$ cat src/rtl/axi_sampler_fifo_mc.sv
// Multi-channel sampler: snapshots NUM_CH inputs on a divider tick and pushes the enabled
// channels, tagged with their index, into a FIFO read through a small register port with IRQ logic.
module axi_sampler_fifo_mc #(
  parameter int NUM_CH           = 4,
  parameter int SAMPLE_W         = 16,
  parameter int FIFO_DEPTH       = 16,
  parameter int DIV_W            = 16,
  parameter bit IRQ_ACTIVE_STATE = 1'b1
) (
  input  logic                       ACLK,
  input  logic                       ARESET,
  input  logic [NUM_CH*SAMPLE_W-1:0] sample_in,
  input  logic [7:0]                 reg_addr,
  input  logic                       reg_wr,
  input  logic [31:0]                reg_wdata,
  input  logic                       reg_rd,
  output logic [31:0]                reg_rdata,
  output logic                       reg_rvalid,
  output logic                       irq
);
  localparam int PW = $clog2(FIFO_DEPTH);
  localparam int LW = PW + 1;

  typedef enum logic [1:0] {IDLE, RUN, SCAN} state_e;

  state_e                          state_q, state_d;
  logic                            gie_q, gie_d, en_q, en_d, oneshot_q, oneshot_d;
  logic                            flush_q, flush_d, raw0_q, raw0_d, irq_q, irq_d, rvalid_q;
  logic [3:0]                      ier_q, ier_d, ipr_q, ipr_d;
  logic [NUM_CH-1:0]               mask_q, mask_d, pend_q, pend_d, pend_clr;
  logic [NUM_CH-1:0][SAMPLE_W-1:0] snap_q, snap_d;
  logic [DIV_W-1:0]                div_q, div_d, div_cnt_q, div_cnt_d;
  logic [31:0]                     thresh_q, thresh_d, count_q, count_d, scan_cnt_q, scan_cnt_d;
  logic [PW-1:0]                   wr_ptr_q, wr_ptr_d, rd_ptr_q, rd_ptr_d;
  logic [LW-1:0]                   level_q, level_d;
  logic [31:0]                     rdata_q, rdata_d;
  logic [31:0]                     mem_q [FIFO_DEPTH];

  logic                tick, push, push_ok, pop, full, ovf, done, missed, thr;
  logic [3:0]          raw, iar_clr;
  logic [7:0]          cur_idx;
  logic [SAMPLE_W-1:0] cur_smp;
  logic [31:0]         push_data, head;
  logic [5:0]          word;
  logic                unused_addr_bits;

  assign unused_addr_bits = ^reg_addr[1:0];

  always_comb begin
    word       = reg_addr[7:2];
    gie_d      = gie_q;
    ier_d      = ier_q;
    en_d       = en_q;
    oneshot_d  = oneshot_q;
    flush_d    = 1'b0;
    mask_d     = mask_q;
    div_d      = div_q;
    thresh_d   = thresh_q;
    count_d    = count_q;
    state_d    = state_q;
    pend_d     = pend_q;
    snap_d     = snap_q;
    scan_cnt_d = scan_cnt_q;
    push       = 1'b0;
    done       = 1'b0;
    missed     = 1'b0;
    iar_clr    = '0;
    tick       = (state_q != IDLE) && (div_cnt_q == div_q);
    div_cnt_d  = div_cnt_q;
    if (state_q != IDLE) div_cnt_d = tick ? '0 : div_cnt_q + DIV_W'(1);

    // Lowest pending channel is the one pushed this cycle; x & (x-1) retires it.
    cur_idx = '0;
    cur_smp = '0;
    for (int c = NUM_CH - 1; c >= 0; c--)
      if (pend_q[c]) begin
        cur_idx = 8'(c);
        cur_smp = snap_q[c];
      end
    pend_clr  = pend_q & (pend_q - NUM_CH'(1));
    push_data = {8'h00, cur_idx, 16'(cur_smp)};

    case (state_q)
      RUN: if (tick) begin
        if (mask_q == '0) scan_cnt_d = scan_cnt_q + 32'd1;
        else begin
          snap_d  = sample_in;
          pend_d  = mask_q;
          state_d = SCAN;
        end
      end
      SCAN: begin
        missed = tick;
        push   = 1'b1;
        pend_d = pend_clr;
        if (pend_clr == '0) begin
          scan_cnt_d = scan_cnt_q + 32'd1;
          if (oneshot_q && (scan_cnt_d == count_q)) begin
            en_d    = 1'b0;
            done    = 1'b1;
            state_d = IDLE;
          end else state_d = RUN;
        end
      end
      default: ;
    endcase

    if (reg_wr) begin
      case (word)
        6'h00: gie_d = reg_wdata[0];
        6'h01: ier_d = reg_wdata[3:0];
        6'h03: iar_clr = reg_wdata[3:0];
        6'h05: begin
          en_d      = reg_wdata[0];
          oneshot_d = reg_wdata[1];
          flush_d   = reg_wdata[2];
          mask_d    = reg_wdata[16 +: NUM_CH];
          if (reg_wdata[0] && (!en_q || done)) begin
            state_d    = RUN;
            div_cnt_d  = '0;
            scan_cnt_d = '0;
          end else if (!reg_wdata[0]) begin
            // Abort: the in-flight channel is dropped and the partial scan is not counted.
            state_d    = IDLE;
            push       = 1'b0;
            done       = 1'b0;
            scan_cnt_d = scan_cnt_q;
          end
        end
        6'h06: div_d    = reg_wdata[DIV_W-1:0];
        6'h07: thresh_d = reg_wdata;
        6'h08: count_d  = reg_wdata;
        default: ;
      endcase
    end

    full     = (level_q == LW'(FIFO_DEPTH));
    pop      = reg_rd && (word == 6'h0A) && (level_q != '0);
    push_ok  = push && !flush_q && (!full || pop);
    ovf      = push && !flush_q && full && !pop;
    head     = mem_q[rd_ptr_q];
    wr_ptr_d = wr_ptr_q;
    rd_ptr_d = rd_ptr_q;
    level_d  = level_q;
    if (flush_q) begin
      wr_ptr_d = '0;
      rd_ptr_d = '0;
      level_d  = '0;
    end else begin
      if (push_ok) wr_ptr_d = wr_ptr_q + PW'(1);
      if (pop)     rd_ptr_d = rd_ptr_q + PW'(1);
      level_d = level_q + LW'(push_ok) - LW'(pop);
    end

    thr    = (thresh_q != '0) && (32'(level_q) >= thresh_q);
    raw    = {missed, done, ovf, thr};
    raw0_d = thr;
    ipr_d  = (ipr_q & ~iar_clr) | (ier_q & {raw[3:1], thr & ~raw0_q});
    irq_d  = (gie_q && (ipr_q != '0)) ? IRQ_ACTIVE_STATE : ~IRQ_ACTIVE_STATE;

    rdata_d = '0;
    if (reg_rd) begin
      case (word)
        6'h00: rdata_d = {31'b0, gie_q};
        6'h01: rdata_d = {28'b0, ier_q};
        6'h02: rdata_d = {28'b0, raw};
        6'h04: rdata_d = {28'b0, ipr_q};
        6'h05: rdata_d = (32'(mask_q) << 16) | {30'b0, oneshot_q, en_q};
        6'h06: rdata_d = 32'(div_q);
        6'h07: rdata_d = thresh_q;
        6'h08: rdata_d = count_q;
        6'h09: rdata_d = 32'(level_q);
        6'h0A: rdata_d = pop ? head : 32'h0;
        default: ;
      endcase
    end
  end

  always_ff @(posedge ACLK or posedge ARESET) begin
    if (ARESET) begin
      state_q    <= IDLE;
      gie_q      <= 1'b0;
      ier_q      <= '0;
      ipr_q      <= '0;
      en_q       <= 1'b0;
      oneshot_q  <= 1'b0;
      flush_q    <= 1'b0;
      mask_q     <= '0;
      div_q      <= '0;
      thresh_q   <= '0;
      count_q    <= '0;
      scan_cnt_q <= '0;
      div_cnt_q  <= '0;
      pend_q     <= '0;
      snap_q     <= '0;
      wr_ptr_q   <= '0;
      rd_ptr_q   <= '0;
      level_q    <= '0;
      raw0_q     <= 1'b0;
      rdata_q    <= '0;
      rvalid_q   <= 1'b0;
      irq_q      <= ~IRQ_ACTIVE_STATE;
    end else begin
      state_q    <= state_d;
      gie_q      <= gie_d;
      ier_q      <= ier_d;
      ipr_q      <= ipr_d;
      en_q       <= en_d;
      oneshot_q  <= oneshot_d;
      flush_q    <= flush_d;
      mask_q     <= mask_d;
      div_q      <= div_d;
      thresh_q   <= thresh_d;
      count_q    <= count_d;
      scan_cnt_q <= scan_cnt_d;
      div_cnt_q  <= div_cnt_d;
      pend_q     <= pend_d;
      snap_q     <= snap_d;
      wr_ptr_q   <= wr_ptr_d;
      rd_ptr_q   <= rd_ptr_d;
      level_q    <= level_d;
      raw0_q     <= raw0_d;
      rdata_q    <= rdata_d;
      rvalid_q   <= reg_rd;
      irq_q      <= irq_d;
    end
  end

  always_ff @(posedge ACLK) begin
    if (push_ok) mem_q[wr_ptr_q] <= push_data;
  end

  assign reg_rdata  = rdata_q;
  assign reg_rvalid = rvalid_q;
  assign irq        = irq_q;
endmodule

$ cat config.mk
export PLATFORM = sky130hd
export DESIGN_NAME = axi_sampler_fifo_mc
export DESIGN_NICKNAME = d
export VERILOG_FILES = /design/src/rtl/axi_sampler_fifo_mc.sv
export SDC_FILE = /design/constraint.sdc
export NUM_CORES = 1
export LEC_CHECK = 0
export CAP_MARGIN = 15
export CORE_UTILIZATION = 42
export CTS_CLUSTER_SIZE = 25
export DETAILED_ROUTE_END_ITERATION = 10
export GPL_TIMING_DRIVEN = 0
export PLACE_DENSITY = 0.69
export RECOVER_POWER = 50
export SYNTH_ARGS = -nofsm -noshare
export SYNTH_HDL_FRONTEND = slang
export SYNTH_SLANG_ARGS = --single-unit
$ cat constraint.sdc
create_clock -name ACLK -period 24 [get_ports ACLK]
set_input_delay 4.8 -clock ACLK [delete_from_list [all_inputs] [get_ports ACLK]]
set_output_delay 4.8 -clock ACLK [all_outputs]
set_load 0.05 [all_outputs]
Word-level counts from Yosys, hierarchy flattened
Memories as Yosys holds them, arrays and structs flattened.
Index checks and enable logic that the tools add are counted.

operators by class
  divide/modulo/power cells = 0
  mux-type cells = 66
  shift operators = 0
  eq/ne operators = 18
  multipliers = 0
  bitwise operators = 9
  add/sub/neg operators = 7
  reduce and logical (&&, ||, !) cells = 35
  order comparisons = 1

operator list
  cell                   number
  $pmux 32 s10           1
  $mux 32                9
  $mux 16                9
  $pmux 32 s2            1
  $add 32x1->32 const B  1
  $eq 32x32->1           1
  $ge 5x32->1            1
  $mux 4                 8
  $reduce_bool 32->1     1
  $eq 6x3->1 const B     4
  $mux 1                 24
  $mux 8                 3
  $or 20x2->20           1
  $eq 6x4->1 const B     3
  $add 16x1->16 const B  1
  $eq 16x16->1           1
  $mux 2                 8
  $and 4x4->4            3
  $eq 6x2->1 const B     2
  $reduce_and 2->1       6
  $logic_and 1x1->1      11
  $add 4x1->4 const B    2
  $logic_not 4->1        2
  $pmux 4 s2             1
  other kinds (22)       32

word-level totals
  bits in latches = 0
  memories kept = 1
  ROM bits = 0
  word-level logic and storage cells = 162
  register bits after elaboration = 262
  RAM bits = 384
  output and inout bits = 34
  input bits = 108

memory list
  memory  words  width  rd ports  clocked after memory_dff  wr ports  line  source
  mem_q   16     24     1         0                         1         37    logic [31:0] mem_q [FIFO_DEPTH];

Logic depth before layout (Yosys ltp)
  word-level depth = 16
  gate-level depth with buffers = 19

Worst setup path after synthesis
Ideal clock, no wire load.

  kind = input-to-reg
  from = input reg_addr[5]
  to = memory mem_q[0][0] (netlist name), enable pin
  data required time = 23561 ps
  setup time = 439 ps
  arrival = 8227 ps
  path buffers = 2
  stages on the path = 10
  slack = 15334 ps
  cell sequence = clkbuf_1 -> nand2b_1 -> clkbuf_1 -> nor2_1 -> and2_0 -> nand2b_1 -> nand3_1 -> nor2_1 -> inv_1 -> nor4_1

on the way
  longest elaborated chain between the ends = 7
  elaborated cells on any way between the ends = 11
  classes of those cells = 2 x eq/ne; 4 x mux; 5 x reduce/logical

RTL lines
  element                                                       line      source
  start: declaration                                            13        input logic [7:0] reg_addr,
  $eq 6x3->1 / $eq 6x4->1 (equally long branches)               109, 138
  $mux 1 / $logic_and 1x1->1 (equally long branches)            109, 138
  $mux 1 / $logic_and 1x1->1 (equally long branches)            108, 138
  $logic_and 1x1->1 / $logic_or 1x1->1 (equally long branches)  139       push_ok = push && !flush_q && (!full || pop);
  $logic_and 1x1->1 *                                           139
  $mux 1 *                                                      230       if (push_ok) mem_q[wr_ptr_q] <= push_data;
  $mux 1 (not written as such) *                                230
  end: declaration                                              37

Every way passes the cells marked *; elsewhere a longest branch is shown, timed or not.

==> metrics.log <==
[metrics] max_slew headroom: -354%
[metrics] Peak supply drop: 63.8 uV
[metrics] clock buffer depth: 3
[metrics] number of cells in the design after placement: 2821
[metrics] count of max-cap constraint violations: 4
[metrics] Rows: 89
[metrics] clock tree sinks: 550
[metrics] Post-CTS Hold Buffers: 0
[metrics] required time of the critical path: 23040 ps
[metrics] x dimension of the die: 247 um
[metrics] vias after detailed routing: 17300
[metrics] Hold Path Class: register to register
[metrics] WS Path Type: input port to async pin
[metrics] post-synthesis average cell area: 13.4 um2
[metrics] number of DRC markers in iteration 0: 1713
[metrics] number of levels the H-tree was split into: 2
[metrics] global-route wire length before repair: 110 mm
[metrics] violated checks: DRC, capacitance limit, slew limit
[metrics] Power Dens Cells: 76.2 nW/um2
[metrics] detailed-route vias per instance: 5.90
[metrics] arrival time of the worst setup path: 11930 ps
[metrics] endpoint of the worst setup timing path: thresh_q[7]$_DFFE_PP0P_
[metrics] number of buffers inserted to repair setup after CTS: 0
[metrics] final weighted congestion in routability-driven placement: 0.976
[metrics] final setup violation count: 0
[metrics] most frequent cell after synthesis: sky130_fd_sc_hd__edfxtp_1
[metrics] buffers added on ports: 136
[metrics] RSZ-0062 raised after global routing: no
[metrics] Total Die Area: 61100 um2
[metrics] Std-Cell Core Area: 59200 um2
[metrics] Yosys cell types: 78
[metrics] number of cells upsized or downsized after cts: 0
[metrics] Cell Area, Synth: 25200 um2
[metrics] final-layout worst hold slack: 510 ps
[metrics] Crit Path Max Fanout: 127
[metrics] min cycle time layout: 12890 ps
[metrics] final hold viol count: 0
[metrics] period utilization: 53.7%
[metrics] post-detailed-route DRC marker count: 14
[metrics] launching element of the worst setup path: ARESET
[metrics] worst-skew pair later-pin latency: 660 ps
[metrics] detailed-route wire length per cell: 25.0 um
[metrics] Reg2Reg Capture Point: scan_cnt_q[13]$_DFFE_PP0P_
[metrics] dominant synthesized flop cell: sky130_fd_sc_hd__edfxtp_1
[metrics] number of pins exceeding their max-slew limit in the final report: 220
[metrics] setup slack of the worst register-to-register path: 19440 ps
[metrics] number of iterations in the first detailed-routing pass: 9
[metrics] synthesis-to-finish area growth: 19.1%
[metrics] number of global-route vias before repair: 17700
[metrics] overall global routing resource usage: 24.4%
[metrics] Vert. Die Dim: 247 um
[metrics] Initial Utilization: 42.6%
[metrics] Synthesis Warnings: 0
[metrics] number of synthesized register bits: 550
[metrics] Static Leak: 11.2 nW
[metrics] highest clock rate: 77.6 MHz
[metrics] Post-Syn Nets: 2007
[metrics] library cell with the largest summed area after synthesis: sky130_fd_sc_hd__edfxtp_1
[metrics] placement-stage worst setup slack: 14460 ps
[metrics] clock slew at reported path FFs: 60 ps
[metrics] wirelength, routed: 73.5 mm
[metrics] share of the synthesized area in the top cell type: 34.3%
[metrics] post-layout net count: 2245
[metrics] TritonCTS Buffers: 56
[metrics] startpoint type of the worst setup path: input port
[metrics] final setup skew: 48.0 ps
[metrics] number of inserted diodes: 0
[metrics] detailed placer's ending HPWL: 52.3 mm
[metrics] Post-synth EDFFs: 288
[metrics] Clock Root Buffer: sky130_fd_sc_hd__clkbuf_16
[metrics] portion of the post-synthesis area used by sequential elements: 60.2%
[metrics] GR Overflow Total: 0
[metrics] Crit. End Element: async pin
[metrics] antenna violations before repair: 1
[metrics] run status: complete, but fails checks
[metrics] number of top-level pins: 142
[metrics] sum of negative setup slack: 0 ps
[metrics] number of routed nets with antenna violations: 0
[metrics] maximum number of pins on one net before global-route repair: 128
[metrics] total of fill cells in the finished design: 4974
[metrics] Gate Count Post-Synth: 1877
[metrics] number of standard cells in the layout, taps in and fillers out: 2935
[metrics] top post-synthesis cells by area: sky130_fd_sc_hd__edfxtp_1, sky130_fd_sc_hd__dfrtp_1, sky130_fd_sc_hd__mux4_2, sky130_fd_sc_hd__mux2_2, sky130_fd_sc_hd__nand2_1
[metrics] slew at the pin with the worst max-slew slack: 6810 ps
[metrics] Final Worst Setup Slack: 11110 ps
[metrics] clock tree from TritonCTS: done
[metrics] reg-to-reg critical path startpoint: div_cnt_q[2]$_DFF_PP0_
[metrics] share of flip-flops with an asynchronous set or reset after synthesis: 47.6%
[metrics] PnR Total Power: 2.29 mW
[metrics] most common library cells after synthesis: sky130_fd_sc_hd__edfxtp_1, sky130_fd_sc_hd__dfrtp_1, sky130_fd_sc_hd__nand2_1, sky130_fd_sc_hd__mux2_2, sky130_fd_sc_hd__nor2_1
[metrics] share of cells above drive strength 1: 19.5%
[metrics] cells on worst reg2reg path: 11
[sequential cells by signal, summed over array words and instances, names as in the netlist]
signal and flops:
mem_q 288, snap_q 64, count_q 32, reg_rdata 32, scan_cnt_q 32, thresh_q 32
div_cnt_q 16, div_q 16, level_q 5, ier_q 4, ipr_q 4, mask_q 4
pend_q 4, rd_ptr_q 4, wr_ptr_q 4, state_q 2, en_q 1, flush_q 1
gie_q 1, irq 1, oneshot_q 1, raw0_q 1, reg_rvalid 1
[critical path: stages]
cell and delay (ps):
sky130_fd_sc_hd__dlygate4sd3_1 540, sky130_fd_sc_hd__clkinvlp_2 1560, sky130_fd_sc_hd__clkbuf_1 4830
[placed cells by master, fill, tap and decap left out, types with 10 or more instances in the layout]
| master | instances |
|---|---|
| sky130_fd_sc_hd__and3_1 | 11 |
| sky130_fd_sc_hd__nor2_1 | 121 |
| sky130_fd_sc_hd__a22oi_1 | 32 |
| sky130_fd_sc_hd__xor2_1 | 46 |
| sky130_fd_sc_hd__mux4_2 | 90 |
| sky130_fd_sc_hd__clkbuf_16 | 56 |
| sky130_fd_sc_hd__xnor2_1 | 43 |
| sky130_fd_sc_hd__edfxtp_1 | 288 |
| sky130_fd_sc_hd__buf_1 | 19 |
| sky130_fd_sc_hd__inv_1 | 32 |
| sky130_fd_sc_hd__clkdlybuf4s50_1 | 70 |
| sky130_fd_sc_hd__nand2b_1 | 13 |
| sky130_fd_sc_hd__and2_1 | 12 |
| sky130_fd_sc_hd__nand3_1 | 27 |
| sky130_fd_sc_hd__a22o_1 | 21 |
| sky130_fd_sc_hd__buf_2 | 13 |
| sky130_fd_sc_hd__o21ai_0 | 48 |
| sky130_fd_sc_hd__o22ai_1 | 10 |
| sky130_fd_sc_hd__clkbuf_1 | 107 |
| sky130_fd_sc_hd__a21oi_1 | 108 |
| sky130_fd_sc_hd__dfrtp_1 | 262 |
| sky130_fd_sc_hd__buf_6 | 11 |
| sky130_fd_sc_hd__buf_4 | 20 |
| sky130_fd_sc_hd__nand2_1 | 170 |
| sky130_fd_sc_hd__dlygate4sd3_1 | 66 |
| sky130_fd_sc_hd__mux2_2 | 150 |
| sky130_fd_sc_hd__a311oi_1 | 16 |
| sky130_fd_sc_hd__nand4_1 | 19 |
| sky130_fd_sc_hd__nor3_1 | 25 |
| sky130_fd_sc_hd__clkinv_2 | 11 |
| sky130_fd_sc_hd__nor4_1 | 28 |
| sky130_fd_sc_hd__ha_1 | 21 |
| sky130_fd_sc_hd__a31oi_1 | 21 |
| sky130_fd_sc_hd__or4_1 | 11 |
[per-layer routing]
metal | track usage, % | part of all wire, %
met3 | 4.03 | 7.5
met1 | 33.0 | 42
met5 | 0 | 0.0095
met4 | 9.13 | 3.9
met2 | 39.5 | 47
[logic make-up after synthesis]
family          synth area share [%]
compound gates                  8.14
buf+inv                         2.59
fa+ha+maj                       1.12
simple gates                    9.90
xor+xnor                        3.09
flops                           60.2
mux                             14.9
[where the power goes]
group | total [mW] | internal [mW] | switching, mW
clock network | 0.918 | 0.531 | 0.388
registers | 1.09 | 1.04 | 0.0540
logic | 0.284 | 0.126 | 0.158
total | 2.29 | 1.69 | 0.600
[worst min path at each step]
stage / from / endpoint / slack [ps] / depth (start not counted)
2_1_floorplan: oneshot_q$_DFFE_PP0P_ / oneshot_q$_DFFE_PP0P_ / 460 / 2
3_3_place_gp: snap_q[18]$_DFFE_PP0P_ / snap_q[18]$_DFFE_PP0P_ / 490 / 1
3_5_place_dp: snap_q[19]$_DFFE_PP0P_ / snap_q[19]$_DFFE_PP0P_ / 500 / 1
4_1_cts: snap_q[19]$_DFFE_PP0P_ / snap_q[19]$_DFFE_PP0P_ / 510 / 1
5_1_grt: snap_q[39]$_DFFE_PP0P_ / snap_q[39]$_DFFE_PP0P_ / 520 / 1
6_report: snap_q[14]$_DFFE_PP0P_ / snap_q[14]$_DFFE_PP0P_ / 510 / 1
[metrics by stage]
step | utilization [%] | cell area, um2
floorplan | - | 25200
global placement | 46.5 | 27600
detailed placement | 47.3 | 28000
CTS | 50.6 | 30000
global route | 50.7 | 30100
finish | 50.7 | 30100
[final cells by class]
type	count	area [um2]	area share, %
sequential	550	15200	50.6
multi-input combinational	1171	9430	31.4
clock inverter	33	460	1.53
timing repair buffer	180	1840	6.14
buffer	123	531	1.76
inverter	33	125	0.416
tap	773	967	3.22
clock buffer	72	1490	4.96
Power figures use the tool's default switching activity.
